### config.mk
export PLATFORM = sky130hd
export DESIGN_NAME = rp_reconfig_ctrl
export DESIGN_NICKNAME = d
export VERILOG_FILES = /design/src/rtl/rp_ctrl_pkg.sv /design/src/rtl/rp_cycle_counter.sv /design/src/rtl/rp_reconfig_ctrl.sv
export SDC_FILE = /design/constraint.sdc
export NUM_CORES = 1
export LEC_CHECK = 0
export ABC_AREA = 1
export BUFFER_PORTS_ARGS = -buffer_cell sky130_fd_sc_hd__buf_2
export CAP_MARGIN = 40
export CORE_UTILIZATION = 25
export CTS_CLUSTER_DIAMETER = 120
export CTS_CLUSTER_SIZE = 25
export DETAILED_ROUTE_END_ITERATION = 8
export PLACE_DENSITY_LB_ADDON = 0.2
export SKIP_LAST_GASP = 1
export SLEW_MARGIN = 20
export SYNTH_ARGS = -nofsm -noshare
export SYNTH_HDL_FRONTEND = slang
export SYNTH_HIERARCHICAL = 1
export SYNTH_SLANG_ARGS = --single-unit
### constraint.sdc
create_clock -name clk -period 2.3 [get_ports clk]
set_input_delay 0.23 -clock clk [delete_from_list [all_inputs] [get_ports clk]]
set_output_delay 0.23 -clock clk [all_outputs]
set_load 0.02 [all_outputs]
### src/rtl/rp_ctrl_pkg.sv
// rp_ctrl_pkg: shared types and helpers for the reconfigurable-partition
// controller.
//   rp_state_e : sequencer states
//   cnt_w()    : width of a down-counter that can hold the largest of
//                three cycle counts
package rp_ctrl_pkg;

   typedef enum logic [2:0] {
      IDLE,
      DECOUPLE,
      LOAD,
      RESET_RM,
      COUPLE,
      ERROR
   } rp_state_e;

   function automatic int cnt_w(input int a, input int b, input int c);
      int m;
      m = a;
      if (b > m) m = b;
      if (c > m) m = c;
      return $clog2(m + 1);
   endfunction

endpackage

### src/rtl/rp_cycle_counter.sv
// rp_cycle_counter: loadable down-counter with terminal-count flag.
//   clk, rst  : clock, synchronous active-high reset
//   load      : load load_val (has priority over counting)
//   load_val  : value loaded on load
//   tc        : count has reached zero; the counter holds at zero
module rp_cycle_counter #(
   parameter int W = 4
) (
   input  logic         clk,
   input  logic         rst,
   input  logic         load,
   input  logic [W-1:0] load_val,
   output logic         tc
);

   logic [W-1:0] count;

   always_ff @(posedge clk) begin
      if (rst)
         count <= '0;
      else if (load)
         count <= load_val;
      else if (count != '0)
         count <= count - 1'b1;
   end

   assign tc = (count == '0);

endmodule

### src/rtl/rp_reconfig_ctrl.sv
// rp_reconfig_ctrl: sequences partial reconfiguration of one RP.
//   req_valid/req_ready/req_rm_id : load request from PS-side registers
//   pr_start/pr_rm_id             : command to the ZyCAP loader
//   pr_done/pr_error              : ZyCAP completion / failure pulses
//   decouple, rm_rst              : RP isolation and RM reset
//   rm_valid, rm_active_id        : currently running RM
//   busy, status_err, err_clr     : status and error acknowledge
// Sequence: IDLE -> DECOUPLE (settle) -> LOAD -> RESET_RM -> COUPLE -> IDLE,
// with LOAD falling into ERROR on pr_error or timeout.
module rp_reconfig_ctrl
   import rp_ctrl_pkg::*;
#(
   parameter int RM_ID_W        = 4,
   parameter int SETTLE_CYCLES  = 16,
   parameter int RM_RST_CYCLES  = 8,
   parameter int TIMEOUT_CYCLES = 1048575
) (
   input  logic               clk,
   input  logic               rst,
   input  logic               req_valid,
   output logic               req_ready,
   input  logic [RM_ID_W-1:0] req_rm_id,
   output logic               pr_start,
   output logic [RM_ID_W-1:0] pr_rm_id,
   input  logic               pr_done,
   input  logic               pr_error,
   output logic               decouple,
   output logic               rm_rst,
   output logic               rm_valid,
   output logic [RM_ID_W-1:0] rm_active_id,
   output logic               busy,
   output logic               status_err,
   input  logic               err_clr
);

   localparam int CW = cnt_w(SETTLE_CYCLES, RM_RST_CYCLES, TIMEOUT_CYCLES);
   // Counter runs down to zero, so each phase loads its length minus one.
   localparam logic [CW-1:0] SETTLE_LD  = CW'(SETTLE_CYCLES - 1);
   localparam logic [CW-1:0] RM_RST_LD  = CW'(RM_RST_CYCLES - 1);
   localparam logic [CW-1:0] TIMEOUT_LD = CW'(TIMEOUT_CYCLES - 1);

   rp_state_e     state_q, state_d;
   logic          cnt_load;
   logic [CW-1:0] cnt_val;
   logic          cnt_tc;
   logic          accept;

   assign accept = (state_q == IDLE) && req_valid;

   // One counter serves settle, load timeout and RM reset; the phases never
   // overlap and each one reloads it on entry.
   rp_cycle_counter #(.W(CW)) u_cnt (
      .clk      (clk),
      .rst      (rst),
      .load     (cnt_load),
      .load_val (cnt_val),
      .tc       (cnt_tc)
   );

   always_ff @(posedge clk) begin
      if (rst) state_q <= IDLE;
      else     state_q <= state_d;
   end

   always_comb begin
      state_d  = state_q;
      cnt_load = 1'b0;
      cnt_val  = '0;
      case (state_q)
         IDLE: if (req_valid) begin
            state_d  = DECOUPLE;
            cnt_load = 1'b1;
            cnt_val  = SETTLE_LD;
         end
         DECOUPLE: if (cnt_tc) begin
            state_d  = LOAD;
            cnt_load = 1'b1;
            cnt_val  = TIMEOUT_LD;
         end
         LOAD: begin
            // Error beats done when both arrive together.
            if (pr_error) state_d = ERROR;
            else if (pr_done) begin
               state_d  = RESET_RM;
               cnt_load = 1'b1;
               cnt_val  = RM_RST_LD;
            end
            else if (cnt_tc) state_d = ERROR;
         end
         RESET_RM: if (cnt_tc) state_d = COUPLE;
         COUPLE:   state_d = IDLE;
         ERROR:    if (err_clr) state_d = IDLE;
         default:  state_d = IDLE;
      endcase
   end

   // Outputs are decoded from the next state so they line up with the state
   // register. rm_rst stays low through DECOUPLE/LOAD so the old RM can drain;
   // the fresh RM sees exactly RM_RST_CYCLES of reset. IDLE keeps whatever the
   // previous exit left behind unless that exit was COUPLE.
   always_ff @(posedge clk) begin
      if (rst) begin
         req_ready    <= 1'b1;
         pr_start     <= 1'b0;
         pr_rm_id     <= '0;
         decouple     <= 1'b1;
         rm_rst       <= 1'b1;
         rm_valid     <= 1'b0;
         rm_active_id <= '0;
         busy         <= 1'b0;
         status_err   <= 1'b0;
      end else begin
         req_ready  <= (state_d == IDLE);
         busy       <= !((state_d == IDLE) || (state_d == ERROR));
         status_err <= (state_d == ERROR);
         pr_start   <= (state_d == LOAD) && (state_q != LOAD);
         if (accept) pr_rm_id <= req_rm_id;
         case (state_d)
            DECOUPLE, LOAD, COUPLE: begin
               decouple <= 1'b1;
               rm_rst   <= 1'b0;
               rm_valid <= 1'b0;
            end
            RESET_RM, ERROR: begin
               decouple <= 1'b1;
               rm_rst   <= 1'b1;
               rm_valid <= 1'b0;
            end
            IDLE: if (state_q == COUPLE) begin
               decouple     <= 1'b0;
               rm_rst       <= 1'b0;
               rm_valid     <= 1'b1;
               rm_active_id <= pr_rm_id;
            end
            default: ;
         endcase
      end
   end

endmodule
==> results of run 1 <==
## how the worst min path moves through the flow
stage                            start           to  slack, ns  cells after the start
after detailed placement        rm_rst       rm_rst       0.44                      2
after CTS                 req_rm_id[2]  pr_rm_id[2]       0.21                      3
after floorplan                    rst     pr_start       0.30                      1
after global routing      req_rm_id[1]  pr_rm_id[1]       0.23                      3
after global placement        decouple     decouple       0.45                      2
final                     req_rm_id[2]  pr_rm_id[2]       0.22                      3
## synthesized netlist by cell type
library cell | count | area share, %
nor3_1 | 4 | 0.94
inv_1 | 25 | 4.4
nand2_4 | 1 | 0.53
or2_1 | 1 | 0.29
buf_1 | 1 | 0.18
o21bai_2 | 1 | 0.53
o21ai_0 | 12 | 2.8
ha_1 | 2 | 1.2
buf_8 | 1 | 0.71
nor3_2 | 1 | 0.47
nand3_4 | 2 | 1.6
and2_1 | 1 | 0.29
xnor2_1 | 5 | 2.1
nand2_1 | 65 | 11
dfxtp_1 | 38 | 36
nand2_2 | 18 | 5.3
nor2_4 | 6 | 3.2
a21oi_1 | 18 | 4.2
nor2_1 | 35 | 6.2
nor2_2 | 10 | 2.9
nand3b_1 | 2 | 0.71
inv_2 | 4 | 0.71
xor2_1 | 7 | 2.9
o21ai_1 | 1 | 0.23
nand3_2 | 2 | 0.94
inv_4 | 1 | 0.29
buf_2 | 4 | 0.94
clkbuf_1 | 1 | 0.18
nand4_1 | 4 | 1.2
a21oi_2 | 11 | 4.5
nand3_1 | 10 | 2.4
## kinds of logic (layout without fill, tap and decap cells)
kind of cell               count (synthesis)  in the layout
AOI/OAI and AO/OA                         43             43
xor gates and xnor gates                  12             12
adders and majority gates                  2              2
buffers and inverters                     37             66
DFF                                       38             38
and+or+nand+nor                          162            162
## where the power goes
part | internal, mW | leakage (nW) | total (mW) | switching [mW]
logic | 0.767 | 0.747 | 2.14 | 1.37
clock network | 0.323 | 0.0504 | 0.580 | 0.257
registers | 0.837 | 0.311 | 0.980 | 0.143
total | 1.93 | 1.11 | 3.70 | 1.77
## stage by stage
step                area [um2]  total power, mW  util, %
floorplan                 2130             2.78        -
global placement          2370             3.16     28.8
detailed placement        2370             3.16     28.8
CTS                       2480             3.76     30.2
global route              2480             4.07     30.2
finish                    2480             3.70     30.2
## layout make-up
type                            instances  area, um2  share of cell area (%)
Sequential cell                        38        761                    30.7
Inverter                               30        115                    4.64
Tap cell                              105        131                    5.30
Multi-Input combinational cell        219       1210                    48.8
Timing Repair Buffer                   28        150                    6.05
Clock inverter                          3       45.0                    1.82
Clock buffer                            5       68.8                    2.77
## worst max-delay path: cells and delay by family (launching register included)
kind                       cells  cell delay, ns
AOI/OAI and AO/OA              1            0.13
adders and majority gates      1            0.18
buffers and inverters          4            0.53
DFF                            1            0.37
and+or+nand+nor                7            0.69
## layer usage
metal	vias up	routed length, um	track usage, %	part of all wire (%)
li1	984	-	-	-
met1	842	2370	15.1	50
met2	32	2110	20.1	44
met3	2	249	3.96	5.2
met4	0	22	2.69	0.46
met5	-	0	0	0
## sequential cells by signal, indices dropped and copies added (netlist names)
name and count:
pr_start 1, rm_active_id 4, state_q 3, pr_rm_id 4, busy 1, status_err 1
rm_valid 1, decouple 1, rm_rst 1, req_ready 1, u_cnt/count 20
==> results.py, run 1 <==
metrics = {
    "clock_tree": {
        "clk_latency_ns": 0.29,
        "cts.sink_count": 38,
        "cts_root_buffer": "clkbuf_8",
        "htreeDepth": 2,
        "cts_tree": "yes",
        "cts_buffer_depth": 2,
        "cts_hold_buf": 0,
        "cts_buffers": 5,
        "ctsResizeCount": 0,
        "cts_setup_buffers": 0,
        "path_clk_slew_ns": 0.08,
    },
    "sta": {
        "hold_slack_ns": 0.221,
        "setup_violations": 0,
        "tightestPinTransition_ns": 0.328,
        "fin_setup_tns_ns": 0,
        "rsz0062_at_grt": "no",
        "period_needed_ns": 1.98,
        "finClkSkew_ns": 0.00650,
        "slew_headroom_pct": 78.2,
        "period_share_pct": 86.3,
        "hold_viol_final": 0,
        "setup_ws_ns": 0.315,
        "drv_slew": 0,
        "fmax_ghz": 0.504,
    },
    "placed_design": {
        "gp_congestion": 0.763,
        "placed_cells": 420,
        "hpwl_um": 3620,
        "dp_slack_ns": 0.255,
        "io_buffers": 24,
    },
    "synthesis": {
        "syn_area_per_cell_um2": 7.24,
        "synth-xor-area-share_pct": 4.94,
        "synthesis.nets": 306,
        "synth-compound-area-share_pct": 12.3,
        "ys_ff_latch": 38,
        "muxShareOfSynthArea_pct": 0,
        "synth-seq-area-share_pct": 35.7,
        "synth_adder_area_share_pct": 1.18,
        "synth_top_family_by_area": "simple AND/OR/NAND/NOR gates",
        "synth_cell_types": 31,
        "synthesis.area_um2": 2130,
        "synthCells": 294,
        "yosys_warnings": 6,
        "yosys.area_share.simple_pct": 38.4,
    },
    "critical_path": {
        "worst_ep_arrival_time_ns": 2.21,
        "rrSetupSlack_ns": 0.32,
        "critPathRequiredTime_ns": 2.52,
        "worstReg2RegStart": "u_cnt/count[1]",
        "critPathCapture": "u_cnt/count[15]",
        "worstSetupStartpoint": "u_cnt/count[1]",
        "critPathCaptureType": "flop",
        "worstReg2RegEnd": "u_cnt/count[15]",
        "cpMaxStageDelayCell": "dfxtp_1",
        "rr_worst_depth": 13,
        "path_cells": "inv_1, ha_1, nand2_2, nor2_4, nand3_4, inv_1, nand2_2, nand3_1, inv_2, nand2_4, inv_4, nand2_1, a21oi_1",
        "worstSetupStartpointType": "flop",
        "critPathKind": "flop to flop",
        "cp_max_fo": 16,
        "worst_path_largest_cell_delay_ns": 0.37,
    },
    "drt": {
        "via_per_inst": 4.35,
        "drc": 0,
        "drt_iter0_markers": 64,
        "avgRoutedWirePerCell_um": 11.1,
        "wl_um": 4760,
        "ant_nets": 0,
        "drt_first_pass_iters": 4,
        "vias": 1860,
    },
    "power_and_ir_drop": {
        "p_leak_nw": 1.11,
        "p_per_area_nw_per_um2": 1490,
        "ir_drop_v": 0.000424,
    },
    "global_routing": {
        "grt_pass1_wl_um": 8460,
        "overflow": 0,
        "grt_max_degree": 17,
        "grt_usage_pct": 12.1,
        "grt_pass1_vias": 1897,
        "grt_antenna_before_repair": 0,
    },
    "flow_run": {
        "cap_viol_max_count": 0,
    },
    "floorplanning": {
        "num_io_pins": 25,
        "die_w_um": 94.3,
        "die_y_um": 94.3,
        "coreArea_um2": 8220,
        "row_count": 33,
        "dieArea_um2": 8890,
        "initial_core_util_pct": 25.9,
    },
    "finish": {
        "antenna_cells": 0,
        "final_common_cell": "nand2_1",
        "layout.cells.non_filler": 428,
        "fillers": 910,
        "fin_nets": 334,
        "final_layout_size_suffix_gt1_share_pct": 29.1,
        "area_growth_pct": 16.6,
        "final_cell_mix": "nand2_1 (65), dfxtp_1 (38), nor2_1 (35)",
    },
    "worst_hold_path": {
        "hold_class": "input port to flop",
    },
    "outcome": {
        "outcome": "finished clean",
    },
}
Note: power is estimated with default switching activity, not from simulation.
==> run 2: changes to the inputs <==
CORE_UTILIZATION = 50   (was 25)
RECOVER_POWER = 50   (was default)
==> results.py, run 2 (synthesized netlist as in run 1, its figures left out) <==
metrics = {
    "outcome": {
        "outcome": "finished clean",
    },
    "power_and_ir_drop": {
        "pwr-share-seq_pct": 26.5,
        "p_sw_mw": 1.76,
        "p_per_area_nw_per_um2": 1560,
        "clockPowerShare_pct": 15.6,
        "pwr-share-comb_pct": 57.9,
        "ir_drop_v": 0.000656,
        "intPower_mw": 1.93,
        "swShare_pct": 47.7,
        "p_leak_nw": 1.05,
    },
    "finish": {
        "area_growth_pct": 11.6,
        "antenna_cells": 0,
        "final_layout_size_suffix_gt1_share_pct": 22.7,
        "regMostFlops": "u_cnt/count",
        "final_common_cell": "nand2_1",
        "largest_reg_flops": 20,
        "fin_nets": 333,
        "final_cell_area_um2": 2370,
        "fillers": 394,
        "top_regs": "u_cnt/count: 20 flops, pr_rm_id: 4 flops, rm_active_id: 4 flops",
        "final_cell_mix": "nand2_1 (65), dfxtp_1 (38), nor2_1 (37)",
    },
    "placed_design": {
        "hpwl_um": 3280,
        "gp_congestion": 0.860,
        "io_buffers": 24,
        "place_area_um2": 2290,
    },
    "sta": {
        "fin_setup_tns_ns": 0,
        "hold_viol_final": 0,
        "fmax_ghz": 0.487,
        "slew_headroom_pct": 66.9,
        "finClkSkew_ns": 0.00349,
        "tightestPinTransition_ns": 0.497,
        "period_share_pct": 89.2,
        "drv_slew": 0,
        "period_needed_ns": 2.05,
        "setup_violations": 0,
        "rsz0062_at_grt": "no",
    },
    "drt": {
        "via_per_inst": 5.06,
        "avgRoutedWirePerCell_um": 11.9,
        "drt_first_pass_iters": 4,
        "drc": 0,
        "ant_nets": 0,
        "vias": 1878,
        "wl_um": 4430,
        "drt_iter0_markers": 101,
    },
    "critical_path": {
        "crit_family": "simple AND/OR/NAND/NOR gates",
        "critPathKind": "flop to flop",
        "rrSetupSlack_ns": 0.25,
        "cp_max_fo": 16,
        "cpMaxStageDelayCell": "dfxtp_1",
        "critical_path_cell_count": 13,
        "critPathCaptureType": "flop",
        "rr_worst_depth": 13,
        "critPathRequiredTime_ns": 2.46,
        "critPathBufInv": 4,
        "worst_ep_arrival_time_ns": 2.22,
        "path_cells": "inv_1, ha_1, nand2_2, nor2_4, nand3_4, inv_1, nand2_2, nand3_1, inv_1, nand2_4, inv_4, nand2_1, a21oi_1",
        "worstSetupStartpointType": "flop",
        "critPathMostFrequentCell": "inv_1",
        "worst_path_largest_cell_delay_ns": 0.31,
    },
    "floorplanning": {
        "row_count": 23,
        "coreArea_um2": 4060,
        "num_io_pins": 25,
        "die_w_um": 67.2,
        "die_y_um": 67.2,
        "dieArea_um2": 4520,
        "initial_core_util_pct": 52.5,
    },
    "clock_tree": {
        "htreeDepth": 2,
        "cts_setup_buffers": 0,
        "cts_tree": "yes",
        "cts_buffers": 5,
        "cts_hold_buf": 0,
        "path_clk_slew_ns": 0.07,
        "cts_buffer_depth": 2,
        "cts.sink_count": 38,
        "cts_root_buffer": "clkbuf_8",
        "clk_latency_ns": 0.29,
        "ctsResizeCount": 0,
    },
    "global_routing": {
        "grt_max_degree": 17,
        "grt_pass1_wl_um": 7490,
        "grt_antenna_before_repair": 0,
        "overflow": 0,
        "grt_pass1_vias": 1728,
        "grt_usage_pct": 22.1,
    },
    "worst_hold_path": {
        "holdPathStages": 3,
        "hold_class": "input port to flop",
    },
    "flow_run": {
        "cap_viol_max_count": 0,
    },
}
run 2: final timing paths:
path,start,to
setup / recovery,u_cnt/count[0],u_cnt/count[15]
hold reg to reg,rm_rst,rm_rst
setup reg to reg,u_cnt/count[0],u_cnt/count[15]
hold / removal,req_rm_id[1],pr_rm_id[1]
run 2: area by class of cell:
class	count	area [um2]	area share, %
sequential	38	761	32.0
clock buffer	6	82.6	3.48
clock inverter	1	30.0	1.26
inverter	30	115	4.85
tap	50	62.6	2.63
timing repair buffer	27	124	5.22
multi-input combinational	219	1200	50.5
run 2: power by group through the flow:
stage	logic (mW)	clock network [mW]	registers, mW
detailed placement	2.14	0	0.991
finish	2.14	0.577	0.981
floorplan	1.76	0	1.01
CTS	2.16	0.589	0.979
global placement	2.10	0	0.993
global route	2.39	0.615	1.00
run 2: through the flow:
| stage | power, mW | utilization (%) | hold WS (ns) | setup WS (ns) | cells |
|---|---|---|---|---|---|
| 3_5_place_dp | 3.14 | 56.5 | 0.454 | 0.254 | 364 |
| 6_report | 3.70 | 58.5 | 0.222 | 0.248 | 371 |
| 2_1_floorplan | 2.78 | - | 0.302 | 0.318 | 294 |
| 3_3_place_gp | 3.09 | 56.5 | 0.444 | 0.357 | 364 |
| 5_1_grt | 4.01 | 58.5 | 0.236 | 0.0107 | 371 |
| 4_1_cts | 3.73 | 59.2 | 0.215 | 0.238 | 371 |
run 2: metal layers:
layer	GRT usage, %	up-vias	part of all wire [%]
met4	7.98	0	1.2
li1	-	979	-
met3	5.74	6	5.0
met2	38.4	43	47
met1	25.8	850	46
met5	0	-	0
run 2: worst min-delay path: stages:
cell	delay, ns
buf_2	0.07
o21ai_0	0.07
a21oi_1	0.10
